===== src/rtl/opnd_fetch_sb_pkg.sv =====
// opnd_fetch_sb_pkg: shared widths and constants for the operand-fetch stage.
package opnd_fetch_sb_pkg;
    localparam int DATA_W_DEF = 32;
    localparam int ADDR_W_DEF = 5;
    localparam logic [31:0] ZeroWord = 32'h0;
    localparam logic [4:0] NOPRegAddr = 5'h0;
    localparam logic RstEnable = 1'b0;
endpackage


===== src/rtl/opnd_fetch_sb_opnd_sel.sv =====
// opnd_fetch_sb_opnd_sel: per-port operand select and hazard detection.
module opnd_fetch_sb_opnd_sel
    import opnd_fetch_sb_pkg::*;
#(
    parameter int DATA_W = DATA_W_DEF,
    parameter int ADDR_W = ADDR_W_DEF,
    parameter int NUM_FWD = 2
) (
    input  logic                      i_rd_en,
    input  logic [ADDR_W-1:0]         i_addr,
    input  logic [DATA_W-1:0]         i_imm,
    input  logic [NUM_FWD-1:0]        i_fwd_we,
    input  logic [NUM_FWD*ADDR_W-1:0] i_fwd_addr,
    input  logic [NUM_FWD-1:0]        i_fwd_rdy,
    input  logic [NUM_FWD*DATA_W-1:0] i_fwd_data,
    input  logic                      i_busy,
    input  logic                      i_wb_we,
    input  logic [ADDR_W-1:0]         i_wb_addr,
    input  logic [DATA_W-1:0]         i_wb_data,
    input  logic [DATA_W-1:0]         i_arr,
    output logic [DATA_W-1:0]         o_opnd,
    output logic                      o_haz
);
    logic              w_hit;
    logic              w_rdy;
    logic [DATA_W-1:0] w_fdata;
    logic              w_zero;
    // descending scan so the lowest-index matching source wins
    always_comb begin
        w_hit = 1'b0;
        w_rdy = 1'b0;
        w_fdata = '0;
        for (int k = NUM_FWD - 1; k >= 0; k--) begin
            if (i_fwd_we[k] && i_fwd_addr[k*ADDR_W +: ADDR_W] == i_addr) begin
                w_hit = 1'b1;
                w_rdy = i_fwd_rdy[k];
                w_fdata = i_fwd_data[k*DATA_W +: DATA_W];
            end
        end
    end
    assign w_zero = i_addr == ADDR_W'(NOPRegAddr);
    assign o_opnd = !i_rd_en ? i_imm :
                    w_zero ? DATA_W'(ZeroWord) :
                    w_hit ? w_fdata :
                    (i_wb_we && i_wb_addr == i_addr) ? i_wb_data : i_arr;
    assign o_haz = i_rd_en && !w_zero && (w_hit ? !w_rdy : i_busy);
endmodule


===== src/rtl/opnd_fetch_sb.sv =====
// opnd_fetch_sb: register file, busy scoreboard and ID/EX operand register.
module opnd_fetch_sb
    import opnd_fetch_sb_pkg::*;
#(
    parameter int DATA_W = DATA_W_DEF,
    parameter int ADDR_W = ADDR_W_DEF,
    parameter int NUM_RD = 2,
    parameter int NUM_FWD = 2
) (
    input  logic                      clk,
    input  logic                      Rst_n,
    input  logic                      in_valid_i,
    input  logic [NUM_RD-1:0]         rd_en_i,
    input  logic [NUM_RD*ADDR_W-1:0]  rd_addr_i,
    input  logic [NUM_RD*DATA_W-1:0]  imm_i,
    input  logic [NUM_FWD-1:0]        fwd_we_i,
    input  logic [NUM_FWD*ADDR_W-1:0] fwd_addr_i,
    input  logic [NUM_FWD-1:0]        fwd_rdy_i,
    input  logic [NUM_FWD*DATA_W-1:0] fwd_data_i,
    input  logic                      wb_we_i,
    input  logic [ADDR_W-1:0]         wb_addr_i,
    input  logic [DATA_W-1:0]         wb_data_i,
    input  logic                      sb_set_i,
    input  logic [ADDR_W-1:0]         sb_set_addr_i,
    input  logic                      sb_clr_i,
    input  logic [ADDR_W-1:0]         sb_clr_addr_i,
    input  logic                      stall_i,
    input  logic                      flush_i,
    output logic                      stall_req_o,
    output logic [NUM_RD*DATA_W-1:0]  opnd_o,
    output logic                      out_valid_o,
    output logic                      sb_err_o
);
    localparam int DEPTH = 2 ** ADDR_W;
    logic [DATA_W-1:0]        r_arr [DEPTH];
    logic [DEPTH-1:0]         r_busy;
    logic [NUM_RD*DATA_W-1:0] r_opnd;
    logic                     r_valid;
    logic                     r_err;
    logic [NUM_RD*DATA_W-1:0] w_opnd;
    logic [NUM_RD-1:0]        w_haz;
    logic [NUM_RD-1:0]        w_busy;
    logic                     w_stall;
    logic                     w_set_ok;
    logic                     w_clr_ok;
    genvar g;
    generate
        for (g = 0; g < NUM_RD; g++) begin : g_port
            // a clear in this cycle releases the register for this cycle's read
            assign w_busy[g] = r_busy[rd_addr_i[g*ADDR_W +: ADDR_W]] &&
                               !(sb_clr_i && sb_clr_addr_i == rd_addr_i[g*ADDR_W +: ADDR_W]);
            opnd_fetch_sb_opnd_sel #(
                .DATA_W (DATA_W),
                .ADDR_W (ADDR_W),
                .NUM_FWD(NUM_FWD)
            ) u_sel (
                .i_rd_en   (rd_en_i[g]),
                .i_addr    (rd_addr_i[g*ADDR_W +: ADDR_W]),
                .i_imm     (imm_i[g*DATA_W +: DATA_W]),
                .i_fwd_we  (fwd_we_i),
                .i_fwd_addr(fwd_addr_i),
                .i_fwd_rdy (fwd_rdy_i),
                .i_fwd_data(fwd_data_i),
                .i_busy    (w_busy[g]),
                .i_wb_we   (wb_we_i),
                .i_wb_addr (wb_addr_i),
                .i_wb_data (wb_data_i),
                .i_arr     (r_arr[rd_addr_i[g*ADDR_W +: ADDR_W]]),
                .o_opnd    (w_opnd[g*DATA_W +: DATA_W]),
                .o_haz     (w_haz[g])
            );
        end
    endgenerate
    assign w_stall = in_valid_i && |w_haz;
    assign w_set_ok = sb_set_i && sb_set_addr_i != ADDR_W'(NOPRegAddr);
    assign w_clr_ok = sb_clr_i && sb_clr_addr_i != ADDR_W'(NOPRegAddr);
    always_ff @(posedge clk) begin
        if (Rst_n == RstEnable) begin
            r_arr <= '{default: '0};
            r_busy <= '0;
            r_opnd <= '0;
            r_valid <= 1'b0;
            r_err <= 1'b0;
        end else begin
            if (wb_we_i && wb_addr_i != ADDR_W'(NOPRegAddr)) r_arr[wb_addr_i] <= wb_data_i;
            if (w_clr_ok) r_busy[sb_clr_addr_i] <= 1'b0;
            if (w_set_ok) r_busy[sb_set_addr_i] <= 1'b1;
            r_err <= w_set_ok && r_busy[sb_set_addr_i] && !(sb_clr_i && sb_clr_addr_i == sb_set_addr_i);
            if (flush_i) r_valid <= 1'b0;
            else if (!stall_i) begin
                r_valid <= in_valid_i && !w_stall;
                r_opnd <= w_opnd;
            end
        end
    end
    assign stall_req_o = (Rst_n != RstEnable) && w_stall;
    assign opnd_o = r_opnd;
    assign out_valid_o = r_valid;
    assign sb_err_o = r_err;
endmodule


===== config.mk =====
export PLATFORM = sky130hd
export DESIGN_NAME = opnd_fetch_sb
export DESIGN_NICKNAME = d
export VERILOG_FILES = /design/src/rtl/opnd_fetch_sb_pkg.sv /design/src/rtl/opnd_fetch_sb_opnd_sel.sv /design/src/rtl/opnd_fetch_sb.sv
export SDC_FILE = /design/constraint.sdc
export NUM_CORES = 2
export LEC_CHECK = 0
export ABC_AREA = 1
export BUFFER_PORTS_ARGS = -buffer_cell sky130_fd_sc_hd__buf_4
export CAP_MARGIN = 20
export CORE_MARGIN = 4
export CORE_UTILIZATION = 40
export DETAILED_ROUTE_END_ITERATION = 16
export SYNTH_ARGS = -nofsm -noshare
export SYNTH_HDL_FRONTEND = slang
export SYNTH_SLANG_ARGS = --single-unit

===== constraint.sdc =====
create_clock -name clk -period 1.8 [get_ports clk]
set_input_delay 0.36 -clock clk [delete_from_list [all_inputs] [get_ports clk]]
set_output_delay 0.36 -clock clk [all_outputs]
set_load 0.01 [all_outputs]

==> run summary <==
Status: complete, but fails checks
Failing checks: setup timing
Post-synth EDFFs: 0
Die extent in x: 401 µm
Reg2reg setup slack: -0.03 ns
Nets: 10,600
Final period util: 1.55
Largest net degree at the start of global routing: 122
Die area: 161,000 µm²
Warnings, synthesis: 0
Total Routing Usage GR: 0.376
Worst Max-Slew Pin Slew: 0.729 ns
Initial DRC count: 12,100
Clock latency on the worst-skew pair: 0.80 ns
Fin worst setup slack: -0.987 ns
Die Y-Extent: 401 µm
Power Total: 65.1 mW
Clock buffers created by TritonCTS: 137
Initial Utilization: 0.404
Final Hold Fails: 0
Leading area contributor after synthesis: dfxtp_1
Clk sinks: 1,122
Crit-path max FO: 2
Worst Hold Endpoint: opnd_o[34]$_SDFFE_PN0P_
Global-route wire length before repair: 459 mm
Avg Inst Size Synth: 6.26 µm²
# setup viols final: 23
DP HPWL: 217 mm
Average wire per standard cell: 25.7 µm
Vias in the first global route: 68,100
# Max-Cap Violations: 0
Post-synth top cells: 1,691 x nor2_1, 1,678 x nand2_1, 1,504 x o21ai_0
Worst reg2reg path depth: 10
Hold Path Cell Cnt: 4
Top-count cell post-synth: nor2_1
Place WS: -1.16 ns
Yosys reg bits: 1,122
Pwr/cell area: 819 nW/µm²
Via/cell ratio: 6.00
GP Congestion: 1.04
Hold Crit Start: imm_i[34]
VDD IR max: 0.943 mV
Design area: 79,500 µm²
Top Ports: 276
Final wirelength: 322 mm
Max Freq: 359 MHz
Min-delay worst type: input port to flip-flop
Setup crit end kind: output pin
Worst-path clk slew: 0.06 ns
Share of cells above drive strength 1: 0.170
Area post-placement: 72,100 µm²
Worst Setup Start Kind: flip-flop
CORE AREA: 153,000 µm²
Grt ovf: 0
Seq/Total Area, Yosys: 0.364
FFs w/ async S/R, synth: 0
Max-slew headroom: 0.513
Crit Path Class: flip-flop to output pin
Top post-synthesis cells by area: dfxtp_1 36%, o21ai_0 12%, nor2_1 10%, nand2_1 10%, nand3_1 8.2%
Synth Cell Area: 61,700 µm²
Post-Synthesis Cells: 9,853
CTS tree: done
Cells after DPL: 12,200
CP arrival: 2.43 ns
Antenna Violating Nets Remaining: 0
Non-filler cells, final: 12,500
Worst r2r src: r_arr[173]$_SDFFE_PN0P_
I/O Buffers: 275
Required time of the critical path: 1.44 ns
Share of the synthesized area in the top cell type: 0.364
DRC: 0
Row count: 143
RSZ-0062 raised after global routing: true
Total number of vias: 75,100
Yosys cell types: 38
Number of max-slew violations in the final report: 0
Root buffer cell: clkbuf_16
Clk_skew: 0.0213 ns
Clock Tree Buf Depth: 3
H-tree levels: 4
Main synth FF type: dfxtp_1
First-pass DRT Iterations: 6
Reg-to-reg endpoint: opnd_o[13]$_SDFFE_PN0P_
LEAKAGE: 33.1 nW
Syn_nets: 10,100
Minimum clock period: 2.79 ns
Initial antenna violation count: 19
Syn-to-layout area delta: 28.9%
-- worst max path at each step --
stage                                      from           to  slack, ns
after floorplan                    rd_addr_i[5]  stall_req_o      -0.03
after global placement             rd_addr_i[3]  stall_req_o      -1.19
after detailed placement           rd_addr_i[2]  stall_req_o      -1.16
after CTS                 r_busy[25]$_SDFF_PN0_  stall_req_o      -1.03
after global routing      r_busy[31]$_SDFF_PN0_  stall_req_o      -1.04
final                     r_busy[31]$_SDFF_PN0_  stall_req_o      -0.99
-- placed cells by master, fill, tap and decap left out, drive strengths merged --
cell type,n
nand3,1018
o31ai,1
o22ai,31
dlygate4sd3,66
or2,18
a221oi,2
xnor2,4
xor2,4
a31oi,90
a22oi,26
clkbuf,203
bufbuf,3
nand4,7
clkinv,34
nand2,1681
diode,6
buf,1227
o311ai,1
and3,2
a21oi,912
clkinvlp,2
o21ai,1598
bufinv,8
dfxtp,1122
inv,481
a211oi,4
o211ai,204
nor3,21
nor2,1709
-- cells by family (layout without fill, tap and decap cells) --
kind of cell,count (synthesis),in the layout,share of synthesized area
flip-flops,1122,1122,0.364
other,0,6,0
AND/OR/NAND/NOR,4456,4456,0.295
XOR/XNOR,8,8,0.00114
AO/OA/AOI/OAI,2869,2869,0.245
buffers and inverters,1398,2024,0.0950
-- flip-flops by register name, indices dropped and copies added (netlist names) --
name and cells:
opnd_o 64, sb_err_o 1, r_arr 1024, out_valid_o 1, r_busy 32
-- what timing repair did --
| item | in CTS | in global routing |
|---|---|---|
| pin swaps | 15 | 67 |
| endpoints found under the setup margin | 38 | 62 |
| hold buffers | 66 | 0 |
| setup buffers | 4 | 17 |
| hold endpoints to repair | 78 | 0 |
| cloned | 5 | 13 |
| resized for setup | 113 | 242 |
-- power breakdown --
part / internal, mW / leakage (nW) / switching, mW
sequential: 25.2 / 9.08 / 0.271
clock: 16.5 / 2.24 / 12.0
combinational: 3.81 / 21.8 / 7.32
-- cell type report --
| cell class | count | area [µm²] |
|---|---|---|
| diodes | 6 | 15.0 |
| clock buffers | 192 | 3940 |
| clock inverters | 48 | 579 |
| fillers | 15000 | 73100 |
| inverters | 477 | 1860 |
| multi-input cells | 7333 | 34700 |
| flip-flops and latches | 1122 | 22500 |
| well taps | 2030 | 2540 |
| repair buffers | 1307 | 13400 |
-- metrics by stage --
stage                     hold slack [ns]  TNS (ns)   util
after floorplan                     0.420   -0.0321      -
after global placement              0.428   -124.15  0.473
after detailed placement            0.435   -124.97  0.473
after CTS                         0.00254     -1.06  0.511
after global routing               0.0200     -1.68  0.521
final                              0.0170     -1.56  0.521
-- critical path: stages (launching register included) --
cell and delay (ns):
dfxtp_2 0.33, inv_2 0.05, buf_6 0.11, nand2_2 0.04
o211ai_1 0.08, nand3_1 0.14, nand3_1 0.10, nand2_2 0.10
nand3_4 0.17, nand2_2 0.13, nand2_4 0.07, a21oi_4 0.18
buf_6 0.13
-- layer usage --
layer / vias up / global-route usage / share of wire / wire [µm]
met3: 1026 / 0.103 / 0.13 / 43000
met4: 10 / 0.198 / 0.061 / 19500
met2: 5253 / 0.551 / 0.42 / 134000
li1: 33800 / - / - / -
met1: 35000 / 0.502 / 0.39 / 125000
met5: - / 0 / 0.00024 / 77
Note: power is estimated with default switching activity, not from simulation.
